[config.mk]
export PLATFORM = sky130hd
export DESIGN_NAME = fifo_stream_reader
export DESIGN_NICKNAME = d
export VERILOG_FILES = /design/src/rtl/fifo_stream_reader.sv
export SDC_FILE = /design/constraint.sdc
export NUM_CORES = 1
export LEC_CHECK = 0
export CAP_MARGIN = 20
export CORE_MARGIN = 2
export CORE_UTILIZATION = 45
export CTS_CLUSTER_SIZE = 25
export DETAILED_ROUTE_END_ITERATION = 6
export PLACE_DENSITY = 0.78
export SYNTH_ARGS = -nofsm -noshare
export SYNTH_HDL_FRONTEND = slang
export SYNTH_SLANG_ARGS = --single-unit
[constraint.sdc]
create_clock -name clk -period 2 [get_ports clk]
set_input_delay 0.4 -clock clk [delete_from_list [all_inputs] [get_ports clk]]
set_output_delay 0.4 -clock clk [all_outputs]
set_load 0.02 [all_outputs]
[src/rtl/fifo_stream_reader.sv]
`timescale 1ns/1ps
// fifo_stream_reader: drains a synchronous FIFO read port into a
// valid/ready stream with PKT_LEN framing via a 3-entry skid buffer.
module fifo_stream_reader #(
    parameter int PKT_LEN = 8,
    parameter int DATA_W  = 16
) (
    input  logic              clk,
    input  logic              rst_n,
    input  logic              enable,
    input  logic              fifo_empty,
    input  logic [DATA_W-1:0] fifo_data,
    output logic              fifo_rd_en,
    output logic [DATA_W-1:0] m_data,
    output logic              m_valid,
    input  logic              m_ready,
    output logic              m_last,
    output logic [15:0]       pkt_count,
    output logic              busy
);
    localparam logic [15:0] LAST_BEAT = 16'(PKT_LEN - 1);

    logic [1:0]        occ_q, occ_d;
    logic [1:0]        head_q, head_d;
    logic [1:0]        tail_q, tail_d;
    logic              pend_q;
    logic [15:0]       beat_q, beat_d;
    logic [15:0]       pkt_q, pkt_d;
    logic [DATA_W-1:0] mem_q [3];
    logic              xfer;
    logic              at_last;

    function automatic logic [1:0] wrap_inc(input logic [1:0] p);
        return (p == 2'd2) ? 2'd0 : p + 2'd1;
    endfunction

    // Reserve a slot for every read in flight so the buffer never overflows.
    assign fifo_rd_en = enable & ~fifo_empty
                      & (({1'b0, occ_q} + {2'b0, pend_q}) < 3'd3);
    assign m_valid    = (occ_q != 2'd0);
    assign m_data     = mem_q[head_q];
    assign at_last    = (beat_q == LAST_BEAT);
    assign m_last     = m_valid & at_last;
    assign xfer       = m_valid & m_ready;
    assign busy       = m_valid | pend_q;
    assign pkt_count  = pkt_q;

    always_comb begin
        head_d = head_q;
        tail_d = tail_q;
        beat_d = beat_q;
        pkt_d  = pkt_q;
        occ_d  = occ_q + {1'b0, pend_q} - {1'b0, xfer};
        if (pend_q) begin
            tail_d = wrap_inc(tail_q);
        end
        if (xfer) begin
            head_d = wrap_inc(head_q);
            if (at_last) begin
                beat_d = 16'd0;
                pkt_d  = pkt_q + 16'd1;
            end else begin
                beat_d = beat_q + 16'd1;
            end
        end
    end

    always_ff @(posedge clk or negedge rst_n) begin
        if (!rst_n) begin
            occ_q  <= 2'd0;
            head_q <= 2'd0;
            tail_q <= 2'd0;
            pend_q <= 1'b0;
            beat_q <= 16'd0;
            pkt_q  <= 16'd0;
            for (int i = 0; i < 3; i++) begin
                mem_q[i] <= '0;
            end
        end else begin
            occ_q  <= occ_d;
            head_q <= head_d;
            tail_q <= tail_d;
            pend_q <= fifo_rd_en;
            beat_q <= beat_d;
            pkt_q  <= pkt_d;
            if (pend_q) begin
                mem_q[tail_q] <= fifo_data;
            end
        end
    end
endmodule

==> reports/metrics.csv <==
metric;value;unit
outcome;finished, violations left;
failing checks;setup timing;
share of layout cells above drive strength 1;34.3;%
number of flops mapped to enable cells by yosys;0;
first-pass GRT wire length;13.8;mm
Pwr Total;6770;uW
Non-Filler Instances;543;
final instance area;5180;sq um
Async SR Flop Fraction;100;%
Req. time, crit path;1.60;ns
Max Root-Sink Buffers;2;
Via Count;2824;
1st-pass router iterations;4;
CTS Buf Count;9;
HPWL after DPL;5.54;mm
remaining antenna violation count;0;
vias in the first global route;3017;
clk_skew;0.0174;ns
Syn Std Cell Area;3970;sq um
H-tree Lvls;3;
Die Wd;98.0;um
1st-iter DRT viols;64;
cts hold-fix bufs;0;
setup TNS;-0.180;ns
Worst Setup Start Kind;flip-flop;
antenna fix cells;0;
Max Fclk;0.471;GHz
core area;8640;sq um
clock root buffer;clkbuf_8;
placed insts;523;
Pleak;0.00236;uW
endpoint class of the critical path;primary output;
Port-buffer cells;56;
number of synthesized register bits;87;
Peak VDD IR;0.000757;V
Area Growth Syn to Fin;30.3;%
io pins;57;
Avg WL per Cell;14.6;um
RSZ-0062 raised after global routing;true;
total gr overflow;0;
sequential area share after synthesis;54.8;%
clk sinks;87;
Slew @ Worst Pin;0.498;ns
top-area cell type share of the netlist area;54.8;%
drt total wl;7.91;mm
NumNets Final;457;
max_slew headroom;66.8;%
Syn Area/Cell;12.0;sq um
critical path class;flip-flop to primary output;
most common cell in the synthesized netlist;dfrtp_1;
Rows;34;
largest net degree at the start of global routing;49;
antenna violations before repair;0;
Area after DPL;4950;sq um
Synth Net Count;357;
Synthesis Warnings;0;
HP Class;primary input to async pin;
CTS tree;done;
Final setup viols;2;
WP data arrival;1.72;ns
gr usage total;17.7;%
post-synth cell types;31;
Vias/cell;5.20;
Die H;98.0;um
area leader, netlist;dfrtp_1;
DRC;0;
PwrDens;1310;nW/um^2
clock-pin slew on the worst setup and hold paths;0.08;ns
Area contributors post-synth;dfrtp_1 55%, mux2_2 14%, xor2_1 4.2%;
maxcap violations;0;
Final period util;106;%
Max FO, Critical Path;2;
Final GP Congestion;0.750;
die area;9600;sq um
Max Slew Vio Count;0;
Clock Latency Late Sink;0.35;ns
PnR worst setup slack;-0.124;ns
Mapped Cells;330;
Fin. Hold Viols;0;
most used flip-flop cell after synthesis;dfrtp_1;
Post-synth top cells;87 x dfrtp_1, 49 x mux2_2, 31 x nand2_1;
pre-CTS setup slack;-0.326;ns
Starting Density;46.0;%
Tmin final;2.12;ns
[sequential cells by signal, summed over array words and instances, names as in the netlist]
signal,flops
beat_q,16
mem_q,48
occ_q,2
tail_q,2
head_q,2
pkt_count,16
pend_q,1
[per-stage QoR]
step	utilization (%)	hold slack (ns)
5_1_grt	59.9	0.0487
3_5_place_dp	57.3	0.405
4_1_cts	60.0	0.0186
2_1_floorplan	-	0.104
3_3_place_gp	57.3	0.403
6_report	59.9	0.0143
[worst paths after layout]
path / start / to / slack [ns] / cells after the start
worst max-delay path: beat_q[12] / m_last / -0.12 / 5
worst min-delay path: rst_n / mem_q[8] / 0.01 / 1
worst max register to register: beat_q[3] / pkt_count[4] / 0.08 / 6
worst min register to register: pkt_count[15] / pkt_count[15] / 0.49 / 1
max in group asynchronous: rst_n / head_q[0] / 1.36 / 2
min in group clk: pkt_count[15] / pkt_count[15] / 0.49 / 1
[timing repair]
action / CTS / global route
buffers inserted: 2 / 3
pin swaps: 5 / 6
endpoints found under the setup margin: 20 / 23
resized for setup: 69 / 26
[routing by layer]
metal  up-vias  global-route usage (%)  share of wire, %
met4         0                    6.84               1.1
met3         8                    3.15               3.3
met2        50                    29.9                52
li1       1352                       -                 -
met1      1414                    22.9                44
met5         -                       0                 0
[layout by cell type, fill, tap and decap left out, types with 3 or more instances in the layout]
cell / count
and3_1: 3
buf_2: 7
buf_4: 44
buf_6: 4
clkbuf_2: 6
clkbuf_8: 11
clkdlybuf4s15_2: 4
clkdlybuf4s50_1: 35
dfrtp_1: 86
ha_1: 4
inv_1: 11
mux2_2: 49
mux2i_1: 16
nand2_1: 31
nand3_1: 11
nand4_1: 3
nor2_1: 7
nor3_1: 8
nor3_2: 3
nor4_1: 5
nor4_2: 7
o21ai_0: 13
o21ai_1: 7
or3_1: 3
xnor2_1: 12
xor2_1: 19
[worst max-delay path, stage by stage, from the launching register on]
cell and delay (ns):
dfrtp_1 0.42, nor4_4 0.29, nand4_1 0.17, nor4_2 0.21, and2_4 0.19, buf_6 0.11
[where the power goes]
group	internal (uW)	leakage [uW]	switching, uW
Clock	528	0.0000902	610
Sequential	2390	0.00106	326
Combinational	1460	0.00120	1460
[final cells by class]
type,count,area [sq um]
well taps,108,135
flip-flops and latches,87,2180
clock inverters,3,25.0
multi-input cells,218,1770
inverters,12,45.0
clock buffers,13,159
fillers,720,3460
repair buffers,102,865
[logic make-up after synthesis]
| group | after synthesis | synth area share (%) |
|---|---|---|
| xor+xnor | 31 | 6.83 |
| flops | 87 | 54.8 |
| mux | 65 | 17.9 |
| compound gates | 24 | 3.34 |
| buf+inv | 25 | 2.71 |
| fa+ha+maj | 6 | 1.89 |
| simple gates | 92 | 12.5 |
Power figures use the tool's default switching activity.
